`src/rtl/cam_capture_ctrl.sv`:
```
// rtl/cam_capture_ctrl.sv - camera byte-stream capture into the 4 x 512 x 32 frame buffer
// Optional build macro CAM_CAPTURE_TESTPAT_EN: write {21'h0, address} instead of camera data.
module cam_capture_ctrl #(
  parameter int FRAME_WORDS = 2048,
  parameter int LINE_CNT_W  = 10
) (
  input  logic                  PCLKI,
  input  logic                  WBs_RST_i,
  input  logic                  VSYNCI,
  input  logic                  HREFI,
  input  logic [7:0]            CAM_DAT,
  input  logic                  cap_arm_i,
  output logic                  cap_wr_en_o,
  output logic [10:0]           cap_wr_addr_o,
  output logic [31:0]           cap_wr_dat_o,
  output logic [1:0]            cap_bank_o,
  output logic                  cap_busy_o,
  output logic                  cap_done_o,
  output logic                  cap_ovf_o,
  output logic                  cap_align_err_o,
  output logic [LINE_CNT_W-1:0] cap_line_cnt_o
);

  localparam int CNT_W = $clog2(FRAME_WORDS) + 1;
  localparam logic [CNT_W-1:0] WORD_LIM = CNT_W'(FRAME_WORDS);

  typedef enum logic [1:0] {IDLE, WAIT_VS, CAPTURE, DONE} state_t;
  state_t state, state_nx;

  logic             arm_s1, arm_s2, arm_q;
  logic             vs_q, hr_q;
  logic [CNT_W-1:0] word_cnt;
  logic [1:0]       phase;
  logic [23:0]      pack;
  logic [10:0]      word_addr;
  logic             arm_rise, vs_rise, vs_fall, hr_fall;
  logic             capturing, start, sample, line_end;

  assign arm_rise  = arm_s2 & ~arm_q;
  assign vs_rise   = VSYNCI & ~vs_q;
  assign vs_fall   = ~VSYNCI & vs_q;
  assign hr_fall   = ~HREFI & hr_q;
  // An arm drop blocks sampling on the same edge that aborts, so no late word slips out.
  assign capturing = (state == CAPTURE) && arm_s2;
  assign start     = (state == WAIT_VS) && arm_s2 && vs_rise;
  assign sample    = capturing && VSYNCI && HREFI;
  assign line_end  = capturing && hr_fall;
  assign word_addr = 11'(word_cnt);

  assign cap_busy_o = (state == WAIT_VS) || (state == CAPTURE);
  assign cap_done_o = (state == DONE);

  always_ff @(posedge PCLKI or posedge WBs_RST_i) begin
    if (WBs_RST_i) state <= IDLE;
    else           state <= state_nx;
  end

  always_comb begin
    state_nx = state;
    case (state)
      IDLE:    if (arm_rise) state_nx = WAIT_VS;
      WAIT_VS: if (!arm_s2) state_nx = IDLE;
               else if (vs_rise) state_nx = CAPTURE;
      CAPTURE: if (!arm_s2) state_nx = IDLE;
               else if (vs_fall) state_nx = DONE;
      DONE:    if (!arm_s2) state_nx = IDLE;
      default: state_nx = IDLE;
    endcase
  end

  always_ff @(posedge PCLKI or posedge WBs_RST_i) begin
    if (WBs_RST_i) begin
      arm_s1          <= 1'b0;
      arm_s2          <= 1'b0;
      arm_q           <= 1'b0;
      vs_q            <= 1'b0;
      hr_q            <= 1'b0;
      word_cnt        <= '0;
      phase           <= 2'd0;
      pack            <= 24'h0;
      cap_wr_en_o     <= 1'b0;
      cap_wr_addr_o   <= 11'h0;
      cap_wr_dat_o    <= 32'h0;
      cap_bank_o      <= 2'd0;
      cap_ovf_o       <= 1'b0;
      cap_align_err_o <= 1'b0;
      cap_line_cnt_o  <= '0;
    end else begin
      arm_s1      <= cap_arm_i;
      arm_s2      <= arm_s1;
      arm_q       <= arm_s2;
      vs_q        <= VSYNCI;
      hr_q        <= HREFI;
      cap_wr_en_o <= 1'b0;
      if (start) begin
        word_cnt        <= '0;
        phase           <= 2'd0;
        cap_line_cnt_o  <= '0;
        cap_ovf_o       <= 1'b0;
        cap_align_err_o <= 1'b0;
      end else begin
        if (sample) begin
          // pack keeps the three earlier bytes of the word, oldest in [23:16]
          pack  <= {pack[15:0], CAM_DAT};
          phase <= phase + 2'd1;
          if (phase == 2'd3) begin
            if (word_cnt < WORD_LIM) begin
              cap_wr_en_o   <= 1'b1;
              cap_wr_addr_o <= word_addr;
              cap_bank_o    <= word_addr[10:9];
`ifdef CAM_CAPTURE_TESTPAT_EN
              cap_wr_dat_o  <= {21'h0, word_addr};
`else
              cap_wr_dat_o  <= {pack, CAM_DAT};
`endif
              word_cnt      <= word_cnt + CNT_W'(1);
            end else begin
              cap_ovf_o <= 1'b1;
            end
          end
        end
        if (line_end) begin
          if (cap_line_cnt_o != '1) cap_line_cnt_o <= cap_line_cnt_o + LINE_CNT_W'(1);
          if (phase != 2'd0) begin
            phase           <= 2'd0;
            cap_align_err_o <= 1'b1;
          end
        end
      end
    end
  end

endmodule

```
`config.mk`:
```
export PLATFORM = sky130hd
export DESIGN_NAME = cam_capture_ctrl
export DESIGN_NICKNAME = d
export VERILOG_FILES = /design/src/rtl/cam_capture_ctrl.sv
export SDC_FILE = /design/constraint.sdc
export NUM_CORES = 1
export LEC_CHECK = 0
export ABC_CLOCK_PERIOD_IN_PS = 7000
export CORE_MARGIN = 5
export CORE_UTILIZATION = 45
export DETAILED_ROUTE_END_ITERATION = 8
export HOLD_SLACK_MARGIN = 0.1
export PLACE_DENSITY_LB_ADDON = 0.12
export SYNTH_ARGS = -nofsm -noshare
export SYNTH_HDL_FRONTEND = slang
export SYNTH_SLANG_ARGS = --single-unit
```
`constraint.sdc`:
```
create_clock -name PCLKI -period 7 [get_ports PCLKI]
set_clock_uncertainty 0.05 [all_clocks]
set_input_delay 1.75 -clock PCLKI [delete_from_list [all_inputs] [get_ports PCLKI]]
set_output_delay 1.75 -clock PCLKI [all_outputs]
set_load 0.005 [all_outputs]
```
==> flow_metrics.env <==
export IMPL_outcome="completed"
export IMPL_gr_total_overflow=0
export IMPL_clk_latency_ps=360
export IMPL_worstHoldStart="arm_s1$_DFF_PP0_"
export IMPL_io_pins=73
export IMPL_pwr_share_clk_pct=30.2
export IMPL_power_frac_comb_pct=13.1
export IMPL_crit_start="VSYNCI"
export IMPL_die_area_mm2=0.0115
export IMPL_sequentialPowerShare_pct=56.7
export IMPL_maxCapViolCount=0
export IMPL_async_flop_share_pct=100
export IMPL_post_cts_buffers=0
export IMPL_ys_flop_type="dfrtp_1"
export IMPL_dp_hpwl_um=5280
export IMPL_fin_setup_tns_ps=0
export IMPL_synth_nets=341
export IMPL_initial_core_util_pct=46.1
export IMPL_leakage_nw=2.41
export IMPL_place_area_mm2=0.00504
export IMPL_num_rows=35
export IMPL_drive_gt1_share_pct=22.8
export IMPL_die_w_um=107
export IMPL_slowest_stage="or3_1"
export IMPL_port_buffers=72
export IMPL_die_h_um=107
export IMPL_finalCriticalPeriod_ps=4020
export IMPL_grt_pass1_vias=2728
export IMPL_num_vias=2706
export IMPL_cts_tree="yes"
export IMPL_post_synth_cell_area_avg_um2=13.3
export IMPL_worst_slack_ps=2980
export IMPL_slew_headroom_pct=38.0
export IMPL_crit_type="input port to register"
export IMPL_cts_buffers=9
export IMPL_ant_nets=0
export IMPL_ys_ff_latch=101
export IMPL_p_sw_share_pct=27.3
export IMPL_cts_resized=0
export IMPL_synth_edf_count=0
export IMPL_maxSlewViolCount=0
export IMPL_worst_pin_slew_ps=929
export IMPL_grt_util_all_layers_pct=14.8
export IMPL_hold_buffers=0
export IMPL_crit_family="buffers and inverters"
export IMPL_end_kind="register"
export IMPL_crit_arrival_ps=4220
export IMPL_power_mw=1.14
export IMPL_p_int_mw=0.826
export IMPL_max_freq_mhz=249
export IMPL_grt_max_degree=77
export IMPL_avgRoutedWirePerCell_um=15.5
export IMPL_dr_pass1_iters=4
export IMPL_ctsLongestPathBuffers=2
export IMPL_ys_seq_area_share_pct=59.7
export IMPL_p_switching_mw=0.310
export IMPL_hp_class="register to register"
export IMPL_cts_sinks=101
export IMPL_antenna_found_initial=0
export IMPL_fin_cells=506
export IMPL_synthesis_area_mm2=0.00424
export IMPL_utilization_pct=56.8
export IMPL_antenna_cells=0
export IMPL_drt_total_wl_um=7820
export IMPL_required_ps=7200
export IMPL_postSynthCellCount=319
export IMPL_cpPeakStageDelay_ps=670
export IMPL_cts_root_buf="clkbuf_8"
export IMPL_core_mm2=0.00920
export IMPL_cp_buffers_inverters=2
export IMPL_yosysWarnings=0
export IMPL_dp_cells=491
export IMPL_grt_pass1_wl_um=13500
export IMPL_irDropWorstVdd_mv=0.100
export IMPL_dpl_worst_slack_ps=2540
export IMPL_drc=0
export IMPL_syn_to_final_growth_pct=23.2
export IMPL_finalCritPeriodShare_pct=57.5
export IMPL_drtIter0Drc=113
export IMPL_start_kind="input port"
export IMPL_vias_per_cell=5.35
export IMPL_powerDensity_mw_per_mm2=218
export IMPL_nets=413
export IMPL_ctsHtreeMaxLevel=3
export IMPL_synth_cell_types=45
export IMPL_setup_viol=0
export IMPL_finalInstanceArea_mm2=0.00522
export IMPL_holdWs_ps=308
export IMPL_cp_cell_sequence="clkdlybuf4s50_1 -> nand4_4 -> or3_1 -> clkinv_2 -> mux2_2"
export IMPL_finalHoldViolations=0
export IMPL_crit_path_max_fanout=37
export IMPL_gp_congestion=0.776
export IMPL_rr_startpoint="state[1]$_DFFE_PP0P_"
export IMPL_cts_clk_slew_worst_paths_ps=100
export IMPL_grt_setup_unrepaired="no"
-- layout by cell type, fill, tap and decap left out, drive strengths merged, types with 3 or more instances in the layout --
| master | instances |
|---|---|
| a21oi | 11 |
| a41oi | 3 |
| clkbuf | 9 |
| clkdlybuf4s50 | 72 |
| clkinv | 4 |
| dfrtp | 101 |
| ha | 9 |
| inv | 12 |
| mux2 | 67 |
| nand2 | 13 |
| nand2b | 5 |
| nand3 | 9 |
| nand4 | 5 |
| nand4b | 3 |
| nor2 | 17 |
| nor3 | 7 |
| o21ai | 6 |
| or3 | 3 |
| xnor2 | 6 |
-- path summary, 6_finish.rpt --
| kind | end | slack, ps | cells after the start |
|---|---|---|---|
| min | arm_s2$_DFF_PP0_ | 310 | 0 |
| min in group asynchronous | cap_line_cnt_o[7]$_DFFE_PP0P_ | 1650 | 2 |
| max | cap_wr_dat_o[22]$_DFFE_PP0P_ | 2980 | 5 |
| max reg2reg | cap_wr_dat_o[22]$_DFFE_PP0P_ | 4100 | 6 |
| min reg2reg | arm_s2$_DFF_PP0_ | 310 | 0 |
| max in group asynchronous | cap_wr_dat_o[15]$_DFFE_PP0P_ | 4020 | 3 |
-- logic make-up after synthesis --
kind of cell             Yosys count  synth area share [%]
AND/OR/NAND/NOR                   75                  9.72
adder cells (fa/ha/maj)            9                  2.66
buffers and inverters             23                  2.66
multiplexers                      69                  18.3
flip-flops                       101                  59.7
AO/OA/AOI/OAI                     35                  5.55
XOR/XNOR                           7                  1.45
-- area by class of cell --
cell class | instances | area (um2)
clock inverters | 6 | 55.1
repair buffers | 74 | 736
clock buffers | 9 | 124
well taps | 111 | 139
inverters | 10 | 41.3
fillers | 830 | 3980
multi-input cells | 195 | 1600
flip-flops and latches | 101 | 2530
-- power by group through the flow --
stage / Sequential [mW] / Combinational (mW) / Clock, mW
global placement: 0.654 / 0.147 / 0
finish: 0.645 / 0.149 / 0.343
CTS: 0.645 / 0.151 / 0.356
global route: 0.651 / 0.168 / 0.382
floorplan: 0.648 / 0.101 / 0
detailed placement: 0.656 / 0.151 / 0
-- worst reg2reg max path, cell delays in order, from the launching register on --
cell and delay [ps]:
dfrtp_1 410, inv_1 130, ha_1 260, nor2b_1 240
or3_1 540, clkinv_2 690, mux2_2 490
-- state kept, by name, summed over array words and instances (netlist names), 2 cells and up --
name / cells
cap_line_cnt_o: 10
cap_wr_addr_o: 11
cap_wr_dat_o: 32
pack: 24
phase: 2
state: 2
word_cnt: 12
-- per-layer routing --
layer / wire (um) / part of all wire [%] / GRT usage (%)
met1: 3840 / 49 / 21.0
met2: 3610 / 46 / 22.3
met3: 287 / 3.7 / 2.83
met4: 88 / 1.1 / 6.03
met5: 0 / 0 / 0
-- cell usage after synthesis (all sizes together), types with 2 or more instances --
cell type  instances  area [um2]
clkbuf             3        11.3
mux2              67         754
a41oi              3        26.3
dfrtp            101        2530
nand4b             3        26.3
inv                9        33.8
nor2              17        63.8
nand2             13        48.8
and4b              2        20.0
mux2i              2        20.0
nand2b             5        31.3
or3                3        18.8
ha                 9         113
and3               2        12.5
nand3              9        45.0
a21oi             11        55.1
or4                2        15.0
nor3               7        35.0
nor2b              2        12.5
and4               2        17.5
buf               10        62.6
nand4              5        46.3
o21ai              6        30.0
nor4               2        12.5
xnor2              6        52.6
No activity file was read; power rests on OpenSTA's default activity.
